$ cat config.mk
export PLATFORM = sky130hd
export DESIGN_NAME = pipelined_add_sub
export DESIGN_NICKNAME = d
export VERILOG_FILES = /design/src/rtl/lab_adder_pkg.sv /design/src/rtl/adder_stage.sv /design/src/rtl/pipelined_add_sub.sv
export SDC_FILE = /design/constraint.sdc
export NUM_CORES = 1
export LEC_CHECK = 0
export ABC_AREA = 1
export CAP_MARGIN = 5
export CORE_ASPECT_RATIO = 1.5
export CORE_MARGIN = 2
export CORE_UTILIZATION = 44
export CTS_BUF_LIST = sky130_fd_sc_hd__clkbuf_4 sky130_fd_sc_hd__clkbuf_8 sky130_fd_sc_hd__clkbuf_16
export DETAILED_ROUTE_END_ITERATION = 10
export PLACE_DENSITY = 0.75
export SYNTH_ARGS = -nofsm -noshare
export SYNTH_HDL_FRONTEND = slang
export SYNTH_SLANG_ARGS = --single-unit
export TNS_END_PERCENT = 10
$ cat constraint.sdc
create_clock -name clk -period 1.5 [get_ports clk]
set_clock_uncertainty 0.05 [all_clocks]
set_input_delay 0.45 -clock clk [delete_from_list [all_inputs] [get_ports clk]]
set_output_delay 0.45 -clock clk [all_outputs]
set_load 0.01 [all_outputs]
$ cat src/rtl/lab_adder_pkg.sv
// Shared constants for the pipelined adder/subtractor: default geometry,
// mode encodings and the carry-in adjustment used when subtracting.
package lab_adder_pkg;

  localparam int DEF_WIDTH  = 8;
  localparam int DEF_STAGES = 2;

  typedef enum logic {
    MODE_ADD = 1'b0,
    MODE_SUB = 1'b1
  } mode_e;

  // Subtraction is a + ~b + ~borrow_in, so the carry entering bit 0 is
  // inverted in subtract mode and passed through in add mode.
  function automatic logic eff_carry_in(input logic carry_in, input logic sub);
    return (sub == MODE_SUB) ? ~carry_in : carry_in;
  endfunction

endpackage

$ cat src/rtl/adder_stage.sv
// One C-bit chunk of the pipelined adder: adds two chunks plus a carry and
// exposes both the carry out of the chunk MSB and the carry into it, so the
// final chunk can produce the signed-overflow flag.
module adder_stage #(
  parameter int C = 4
) (
  input  logic [C-1:0] a,
  input  logic [C-1:0] b,
  input  logic         cin,
  output logic [C-1:0] sum,
  output logic         cout,
  output logic         msb_cin
);

  logic [C:0] total_s;

  // Chunk addition; the carry into the MSB is recovered from the MSB sum bit.
  always_comb begin
    total_s = {1'b0, a} + {1'b0, b} + {{C{1'b0}}, cin};
    sum     = total_s[C-1:0];
    cout    = total_s[C];
    msb_cin = a[C-1] ^ b[C-1] ^ total_s[C-1];
  end

endmodule

$ cat src/rtl/pipelined_add_sub.sv
// Pipelined two's-complement adder/subtractor. Stage k adds chunk k of the
// operands, registering the chunk carry plus the still-unused upper operand
// chunks for the next stage. All stages advance together whenever the
// output register is free or being consumed, so a stall freezes the whole
// pipeline and bubbles travel with valid=0.
module pipelined_add_sub
  import lab_adder_pkg::*;
#(
  parameter int WIDTH  = DEF_WIDTH,
  parameter int STAGES = DEF_STAGES
) (
  input  logic             clk,
  input  logic             reset,
  input  logic [WIDTH-1:0] a,
  input  logic [WIDTH-1:0] b,
  input  logic             carry_in,
  input  logic             sub,
  input  logic             in_valid,
  output logic             in_ready,
  output logic [WIDTH-1:0] sum,
  output logic             carry_out,
  output logic             overflow_indicator,
  output logic             out_valid,
  input  logic             out_ready
);

  localparam int C = WIDTH / STAGES;

  logic             advance_s;

  // Registered state of every stage, gathered so stage k can read stage k-1.
  logic [WIDTH-1:0] a_pipe_s     [STAGES];
  logic [WIDTH-1:0] b_pipe_s     [STAGES];
  logic [WIDTH-1:0] sum_pipe_s   [STAGES];
  logic             carry_pipe_s [STAGES];
  logic             ovf_pipe_s   [STAGES];
  logic             valid_pipe_s [STAGES];

  assign out_valid          = valid_pipe_s[STAGES-1];
  assign sum                = sum_pipe_s[STAGES-1];
  assign carry_out          = carry_pipe_s[STAGES-1];
  assign overflow_indicator = ovf_pipe_s[STAGES-1];

  assign in_ready  = !out_valid || out_ready;
  assign advance_s = in_ready;

  for (genvar k = 0; k < STAGES; k++) begin : stage_g
    logic [WIDTH-1:0] a_in_s, b_in_s, sum_in_s;
    logic             carry_in_s, valid_in_s;
    logic [C-1:0]     chunk_sum_s;
    logic             chunk_cout_s, chunk_msb_cin_s;

    logic [WIDTH-1:0] a_d, a_q, b_d, b_q, sum_d, sum_q;
    logic             carry_d, carry_q, ovf_d, ovf_q, valid_d, valid_q;

    if (k == 0) begin : src_g
      // First stage takes the ports; subtract is folded into an inverted B
      // and carry so later stages never need to know the mode.
      always_comb begin
        a_in_s     = a;
        b_in_s     = (sub == MODE_SUB) ? ~b : b;
        carry_in_s = eff_carry_in(carry_in, sub);
        sum_in_s   = {WIDTH{1'b0}};
        valid_in_s = in_valid;
      end
    end else begin : src_g
      // Later stages continue the operation held by the previous stage.
      always_comb begin
        a_in_s     = a_pipe_s[k-1];
        b_in_s     = b_pipe_s[k-1];
        carry_in_s = carry_pipe_s[k-1];
        sum_in_s   = sum_pipe_s[k-1];
        valid_in_s = valid_pipe_s[k-1];
      end
    end

    adder_stage #(
      .C (C)
    ) u_adder_stage (
      .a       (a_in_s[k*C +: C]),
      .b       (b_in_s[k*C +: C]),
      .cin     (carry_in_s),
      .sum     (chunk_sum_s),
      .cout    (chunk_cout_s),
      .msb_cin (chunk_msb_cin_s)
    );

    // Next-state of this stage: load the new chunk result on advance, else hold.
    always_comb begin
      a_d     = a_q;
      b_d     = b_q;
      sum_d   = sum_q;
      carry_d = carry_q;
      ovf_d   = ovf_q;
      valid_d = valid_q;
      if (advance_s) begin
        a_d                = a_in_s;
        b_d                = b_in_s;
        sum_d              = sum_in_s;
        sum_d[k*C +: C]    = chunk_sum_s;
        carry_d            = chunk_cout_s;
        ovf_d              = chunk_msb_cin_s ^ chunk_cout_s;
        valid_d            = valid_in_s;
      end else begin
        valid_d = valid_q;
      end
    end

    // Stage registers; reset discards any operation in flight.
    always_ff @(posedge clk or posedge reset) begin
      if (reset) begin
        a_q     <= {WIDTH{1'b0}};
        b_q     <= {WIDTH{1'b0}};
        sum_q   <= {WIDTH{1'b0}};
        carry_q <= 1'b0;
        ovf_q   <= 1'b0;
        valid_q <= 1'b0;
      end else begin
        a_q     <= a_d;
        b_q     <= b_d;
        sum_q   <= sum_d;
        carry_q <= carry_d;
        ovf_q   <= ovf_d;
        valid_q <= valid_d;
      end
    end

    assign a_pipe_s[k]     = a_q;
    assign b_pipe_s[k]     = b_q;
    assign sum_pipe_s[k]   = sum_q;
    assign carry_pipe_s[k] = carry_q;
    assign ovf_pipe_s[k]   = ovf_q;
    assign valid_pipe_s[k] = valid_q;
  end

endmodule

# Yosys cells after proc, flatten, opt, wreduce, memory -nomap -nowiden
# Index checks and enable logic that the tools add are counted.
# word_totals
mem_bits_rw	0
latchBits	0
word_cells	22
regBits	33
romBits	0
mem_count	0
# op_classes
n_reduce_logical	2
n_div	0
bitwise	5
mul	0
n_mux	2
n_eq_ne	0
n_lt_le_gt_ge	0
n_shift	0
n_addsub	4
# op_table
operator	count
4-bit by 4-bit adder with 5-bit output	2
5-bit by 1-bit adder with 5-bit output	2
8-bit two-way mux	1
8-bit inverter	1
1-bit XOR	3
1-bit zero test	1
1-bit logical OR	1
1-bit two-way mux	1
1-bit inverter	1

# Depth between registers and ports, before layout
# Gate-level depths: netlist of run 1.
# logic_depth
ltp_word	4
depth_mapped	10
ltp_nobuf	10

# By module
# From an unflattened synthesis of run 1, not the netlist that was laid out.
# unflattened
cells_unflattened	180
hier_area_um2	1422.6
# modules_own_cells
module	area_per_inst_um2	cells_per_inst	n_inst
pipelined_add_sub	1084.8	128	1
adder_stage	168.9	26	2

# Least setup slack after synthesis of run 1
# No wires, ideal clock.
# synth_timing
path_kind	input port to flip-flop
start	input port sub
end	register stage_g[0].carry_q
slack_ns	-0.568
required_ns	1.324
arrival_time_ns	1.892
setup_ns	0.126
path_stages	8
path_cell_list	buf_6 -> xor2_1 -> fa_1 -> fa_1 -> nand2_1 -> inv_1 -> o21ai_0 -> a21oi_2
# synth_via
elab_chain_cells	3
# synth_lines
item	line_no	rtl
start, declared	pipelined_add_sub.sv:17	input logic sub,
8-bit two-way mux	pipelined_add_sub.sv:61	b_in_s = (sub == MODE_SUB) ? ~b : b;
4-bit by 4-bit adder with 5-bit output	adder_stage.sv:19	total_s = {1'b0, a} + {1'b0, b} + {{C{1'b0}}, cin};
5-bit by 1-bit adder with 5-bit output *	adder_stage.sv:19	
end signal, assigned	pipelined_add_sub.sv:122	carry_q <= carry_d;
end, declared	pipelined_add_sub.sv:54	logic carry_d, carry_q, ovf_d, ovf_q, valid_d, valid_q;
# Mark *: on every way between the ends. The rest lies on a longest branch, timed or not.
# A chain may end at the register's enable or synchronous reset.

# Final worst setup path of run 1
# layout_timing
start	input port b[0]
end	register stage_g[0].sum_q[2]
# layout_via
elab_chain_cells	4
# layout_lines
item	line_no	rtl
start, declared	pipelined_add_sub.sv:15	input logic [WIDTH-1:0] b,
8-bit inverter	pipelined_add_sub.sv:61	
8-bit two-way mux *	pipelined_add_sub.sv:61	
4-bit by 4-bit adder with 5-bit output *	adder_stage.sv:19	
5-bit by 1-bit adder with 5-bit output *	adder_stage.sv:19	
end signal, assigned	pipelined_add_sub.sv:114	sum_q <= {WIDTH{1'b0}};
end signal, assigned	pipelined_add_sub.sv:121	sum_q <= sum_d;
end, declared	pipelined_add_sub.sv:53	logic [WIDTH-1:0] a_d, a_q, b_d, b_q, sum_d, sum_q;
# Marks and branches as above.

==> flow_summary.json, run 1 <==
{
  "total_power_mw": 2.262,
  "grt_pass1_wl_mm": 4.643,
  "place_congestion": 0.8701,
  "hold_buffers": 0,
  "period_minus_slack_ns": 1.662,
  "synth.avg_cell_area_sq_um": 8.806,
  "rsz0062_at_grt": "true",
  "max-slew-margin-rel_pct": 80.48,
  "viasPerCell": 4.823,
  "grt_usage_pct": 16.31,
  "antenna_found_initial": 0,
  "setup_violations": 9,
  "num_antenna_cells": 0,
  "timing_worst_slew_pin_value_ns": 0.2928,
  "synth_top_family_by_area": "simple AND/OR/NAND/NOR gates",
  "period_share_pct": 110.8,
  "coreArea_sq_mm": 0.002943,
  "p_leak_nw": 0.9553,
  "layout_setup_ws_ns": -0.1623,
  "synth-xor-area-share_pct": 5.701,
  "insertion_delay_ns": 0.26,
  "synthAdderAreaFrac_pct": 11.22,
  "drv_cap": 0,
  "cts_buffers": 3,
  "final_common_cell": "nand2_1",
  "ir_drop_mv": 0.6246,
  "worstPathRequired_ns": 1.63,
  "placed_area_sq_mm": 0.001779,
  "synth_nets": 189,
  "overflow": 0,
  "rows": 24,
  "dr_total_vias": 1143,
  "synthMuxAreaShare_pct": 0,
  "syn_area_sq_mm": 0.001383,
  "postRouteAntennaNets": 0,
  "yosysUniqueCellTypes": 22,
  "drv_slew": 0,
  "tritoncts": "built",
  "portBuffers": 33,
  "area_growth_pct": 35.57,
  "crit_path_start_kind": "input port",
  "design_area_sq_mm": 0.001874,
  "nets": 231,
  "synth_compound_area_share_pct": 6.063,
  "final_util_pct": 63.69,
  "hold_viol_final": 0,
  "die_x_um": 49.77,
  "numClockSinks": 25,
  "wirelength_mm": 2.744,
  "yosys_register_bits": 25,
  "crit_fanout": 2,
  "endpoint_kind": "flip-flop",
  "clock.fmax_ghz": 0.6016,
  "htree_levels": 1,
  "fp.dieH_um": 72.66,
  "drc": 0,
  "p_per_area_mw_per_mm2": 1207,
  "hp-class": "reg2reg",
  "grt_max_degree": 31,
  "layout_common_cells": "64 x nand2_1, 25 x dfrtp_1, 14 x clkdlybuf4s50_1, 11 x dlygate4sd2_1, 9 x buf_4",
  "dp_slack_ns": -0.9456,
  "synthCells": 157,
  "violations": "negative setup slack",
  "clk_pin_slew_ns": 0.08,
  "synthSimpleGateAreaFrac_pct": 24.16,
  "yosysWarningCount": 0,
  "drt_iter0_markers": 41,
  "ys_seq_area_share_pct": 45.25,
  "layout-drive-gt1-share_pct": 20.71,
  "path_class": "in2reg",
  "firstDrtPassIters": 4,
  "arrival_ns": 1.79,
  "grt_pass1_vias": 1133,
  "boundaryPins": 34,
  "status": "finished with violations",
  "initial_core_util_pct": 46.98,
  "routedWlPerCell_um": 11.58,
  "max-clock-path-buffers": 2,
  "die_area_sq_mm": 0.003616,
  "dp_hpwl_mm": 1.997,
  "cts-root-buf": "clkbuf_8"
}
-- cell type report --
type	count	area, sq um
fill	262	1069
multi-input combinational	114	698.2
sequential	25	625.6
timing repair buffer	43	407.9
clock buffer	4	48.80
tap	39	48.80
inverter	12	45.04
-- synthesized netlist by cell type --
library cell  instances  share of area (%)
buf_6                 4                3.3
nand3b_1              1               0.54
nand3_2               1               0.72
nand3_1               6                2.2
a21oi_1               2               0.72
ha_1                  6                5.4
nor2_1                4                1.1
xor2_1                5                3.2
xnor2_1               4                2.5
dfrtp_1              25                 45
buf_4                 2                1.1
fa_1                  4                5.8
o21ai_0               8                2.9
or2_0                 1               0.45
nand2_1              66                 18
o21ai_2               2                1.3
o31ai_1               1               0.54
a21oi_2               1               0.63
inv_2                 1               0.27
nor2_4                1               0.81
nor2_2                1               0.45
inv_1                11                3.0
-- worst max-delay path, stage by stage --
cell and delay (ns):
buf_6 0.10, xor2_2 0.17, fa_2 0.38, fa_2 0.37, nand2_2 0.07, inv_2 0.04
o31ai_2 0.21
-- flip-flops by register name, summed over array words and instances, names as in the netlist --
name                flops
stage_g.a_q             4
stage_g.b_q             4
carry_out               1
stage_g.valid_q         1
stage_g.sum_q           4
sum                     8
stage_g.carry_q         1
out_valid               1
overflow_indicator      1
-- per-stage QoR --
stage | hold WS, ns | std cells | setup TNS (ns)
after global placement | 0.3944 | 231 | -6.411
after CTS | 0.4235 | 235 | -1.177
after floorplan | 0.3839 | 157 | -1.435
final | 0.4284 | 237 | -0.8649
after global routing | 0.4499 | 237 | -1.431
after detailed placement | 0.4037 | 231 | -6.906
-- worst paths after layout --
check | from | to | slack [ns] | depth (start not counted)
setup / recovery | b[0] | stage_g[0].sum_q[2] | -0.16 | 7
hold / removal | stage_g[0].valid_q | out_valid | 0.43 | 2
setup reg to reg | stage_g[0].a_q[4] | overflow_indicator | -0.16 | 10
hold reg to reg | stage_g[0].valid_q | out_valid | 0.43 | 2
max in group asynchronous | reset | out_valid | 0.79 | 3
min in group asynchronous | reset | sum[0] | 0.47 | 3
-- power breakdown --
part | internal, mW | leakage (nW) | switching (mW) | total [mW]
logic | 0.430 | 0.629 | 0.475 | 0.905
registers | 0.854 | 0.300 | 0.0970 | 0.951
clock network | 0.208 | 0.0262 | 0.198 | 0.405
-- routing by layer --
metal / track usage (%) / up-vias / part of all wire [%]
li1: - / 565 / -
met2: 30.37 / 28 / 56
met3: 1.639 / 7 / 3.1
met5: 0 / - / 0
met1: 17.84 / 543 / 39
met4: 8.951 / 0 / 2.2
-- cell families (layout without fill, tap and decap cells) --
family | Yosys count | in the layout
and+or+nand+nor | 81 | 81
DFF | 25 | 25
buffers and inverters | 18 | 59
AOI/OAI and AO/OA | 14 | 14
adders and majority gates | 10 | 10
xor gates and xnor gates | 9 | 9
-- what timing repair did --
item	CTS	global route
pin swaps	10	12
gates cloned	0	0
gates resized for setup	42	11
endpoints found under the setup margin	22	10
buffers inserted	0	2
No activity file was read; power rests on OpenSTA's default activity.
==> inputs of run 2 (changes only) <==
--- a/config.mk
+++ b/config.mk
@@ -6,6 +6,7 @@
 export NUM_CORES = 1
 export LEC_CHECK = 0
 export ABC_AREA = 1
+export ABC_CLOCK_PERIOD_IN_PS = 1500
 export CAP_MARGIN = 5
 export CORE_ASPECT_RATIO = 1.5
 export CORE_MARGIN = 2
@@ -15,5 +16,6 @@
 export PLACE_DENSITY = 0.75
 export SYNTH_ARGS = -nofsm -noshare
 export SYNTH_HDL_FRONTEND = slang
+export SYNTH_HIERARCHICAL = 1
 export SYNTH_SLANG_ARGS = --single-unit
 export TNS_END_PERCENT = 10
==> run 2 against run 1 <==
  * The run still ends with negative setup slack left
  * Wire length decreased by 4.7%
  * Via count increased by 5.5%
  * Synthesized cell count increased by 14%
  * Register-to-register slack improved by 0.10 ns
  * Combinational power increased by 4.0%
  * Area after synthesis increased by 2.6%
  * Fmax increased by 5.8%
  * Sequential power decreased by 1%
  * Hold slack got worse by 0.012 ns
==> flow_summary.json, run 2 <==
{
  "met3_wirelength_um": 75,
  "crit_buf_inv": 3,
  "antenna_found_initial": 0,
  "setup_violations": 4,
  "overflow": 0,
  "drt_iter0_markers": 34,
  "synthCells": 179,
  "viasPerCell": 4.534,
  "drc": 0,
  "grt_pass1_vias": 1143,
  "rsz0062_at_grt": "true",
  "layout_setup_ws_ns": -0.07189,
  "hold_buffers": 0,
  "largest_reg_flops": 8,
  "r2r_cells": 6,
  "p_per_area_mw_per_mm2": 1130,
  "min-delay-start": "stage_g[0].valid_q",
  "num_antenna_cells": 0,
  "grt_usage_pct": 16.30,
  "grt_pass1_wl_mm": 4.595,
  "die_x_um": 50.37,
  "postRouteAntennaNets": 0,
  "crit_path_start_kind": "input port",
  "wl_met1_mm": 1.047,
  "drv_cap": 0,
  "area_growth_pct": 41.98,
  "timing_worst_slew_pin_value_ns": 0.2401,
  "status": "finished with violations",
  "wirelength_mm": 2.614,
  "dp.cells": 260,
  "firstDrtPassIters": 4,
  "cts_buffers": 3,
  "htree_levels": 1,
  "max-clock-path-buffers": 2,
  "max-slew-margin-rel_pct": 84.00,
  "initial_core_util_pct": 45.36,
  "slowest_delay_ns": 0.42,
  "layout-drive-gt1-share_pct": 20.35,
  "critPathTopFamily": "adder cells",
  "cts-root-buf": "clkbuf_8",
  "seq_area_sq_um": 625.6,
  "grt_max_degree": 26,
  "ir_drop_mv": 0.5356,
  "fillers": 268,
  "rows": 25,
  "synth.avg_cell_area_sq_um": 7.927,
  "syn_area_sq_mm": 0.001419,
  "drv_slew": 0,
  "final_util_pct": 64.40,
  "boundaryPins": 34,
  "hold-path-cell-count": 2,
  "wl_met2_mm": 1.420,
  "dp_hpwl_mm": 1.924,
  "arrival_ns": 1.74,
  "fp.dieH_um": 73.55,
  "dr_total_vias": 1206,
  "multi_input_area_sq_um": 740.7,
  "violations": "negative setup slack",
  "period_share_pct": 104.8,
  "nets": 259,
  "rr_startpoint": "stage_g[0].a_q[4]",
  "insertion_delay_ns": 0.27,
  "rrSetupSlack_ns": -0.06,
  "routedWlPerCell_um": 9.827,
  "endpoint_kind": "flip-flop",
  "period_minus_slack_ns": 1.572,
  "hold_viol_final": 0,
  "hold_end": "out_valid",
  "coreArea_sq_mm": 0.003128,
  "numClockSinks": 25,
  "hp-class": "reg2reg",
  "yosysWarningCount": 6,
  "place_congestion": 0.8415,
  "final_common_cell": "nand2_1",
  "tritoncts": "built",
  "worstPathRequired_ns": 1.66,
  "critPathSlowestCell": "fa_2",
  "path_class": "in2reg",
  "r2r-end": "sum[5]",
  "synth_nets": 211,
  "highest_layer": "met4",
  "path_cells": "buf_6 > xor2_2 > fa_2 > inv_2 > fa_2 > inv_2 > nand2_1 > nand2_1",
  "layout_common_cells": "81 x nand2_1, 25 x dfrtp_1, 21 x inv_1, 14 x dlygate4sd2_1",
  "clk_pin_slew_ns": 0.08,
  "portBuffers": 33,
  "crit_fanout": 2,
  "clock.fmax_ghz": 0.6362,
  "fin_cells": 266,
  "p_leak_nw": 1.092,
  "die_area_sq_mm": 0.003704
}
[run 2: final cells by class]
| class | instances | share of cell area (%) |
|---|---|---|
| clock buffer | 3 | 2.050 |
| timing repair buffer | 48 | 22.55 |
| tap | 40 | 2.484 |
| clock inverter | 1 | 0.2484 |
| inverter | 26 | 4.845 |
| sequential | 25 | 31.06 |
| multi-input combinational | 123 | 36.77 |
[run 2: worst reg2reg max path: stages (launching register included)]
cell and delay [ns]:
dfrtp_1 0.41, fa_2 0.40, inv_2 0.07, fa_2 0.43, inv_2 0.05, nand2_1 0.04
nand2_1 0.06
[run 2: through the flow]
stage	instance area [sq um]	TNS [ns]	power [mW]	hold slack, ns	setup slack (ns)
finish	2014	-0.1896	2.277	0.4167	-0.07189
global route	2014	-0.6799	2.457	0.4279	-0.1146
CTS	1951	-0.4777	2.250	0.4261	-0.1257
detailed placement	1887	-8.225	1.897	0.4061	-0.8528
global placement	1887	-7.971	1.875	0.3811	-0.8387
floorplan	1436	-1.172	1.477	0.3687	-0.3291
[run 2: layer usage]
metal / global-route usage (%) / up-vias
met4: 10.81 / 0
met1: 17.59 / 548
met2: 29.53 / 23
met3: 1.829 / 5
met5: 0 / -
li1: - / 630
[run 2: timing repair]
item	4_1_cts	5_1_grt
gates resized for setup	50	14
endpoints found under the setup margin	25	10
buffers inserted	1	1
pin swaps	14	13
[run 2: worst max path at each step]
stage,from,to,slack [ns],cells after the start
detailed placement,sub,stage_g[0].sum_q[2],-0.85,8
global placement,sub,stage_g[0].sum_q[2],-0.84,8
CTS,sub,stage_g[0].sum_q[1],-0.13,8
finish,carry_in,stage_g[0].sum_q[1],-0.07,8
global route,carry_in,stage_g[0].sum_q[1],-0.11,8
floorplan,sub,stage_g[0].sum_q[1],-0.33,8
[run 2: where the power goes]
part | switching, mW | internal [mW] | total [mW]
Combinational | 0.469 | 0.472 | 0.941
Clock | 0.211 | 0.186 | 0.397
Sequential | 0.0866 | 0.852 | 0.939
==> inputs of run 3 (changes only) <==
--- a/config.mk
+++ b/config.mk
@@ -12,6 +12,7 @@
 export CORE_MARGIN = 2
 export CORE_UTILIZATION = 44
 export CTS_BUF_LIST = sky130_fd_sc_hd__clkbuf_4 sky130_fd_sc_hd__clkbuf_8 sky130_fd_sc_hd__clkbuf_16
+export CTS_CLUSTER_SIZE = 25
 export DETAILED_ROUTE_END_ITERATION = 10
 export PLACE_DENSITY = 0.75
 export SYNTH_ARGS = -nofsm -noshare
==> results of run 3 <==
No change in the layout: final DEF, timing and power equal those of run 2.
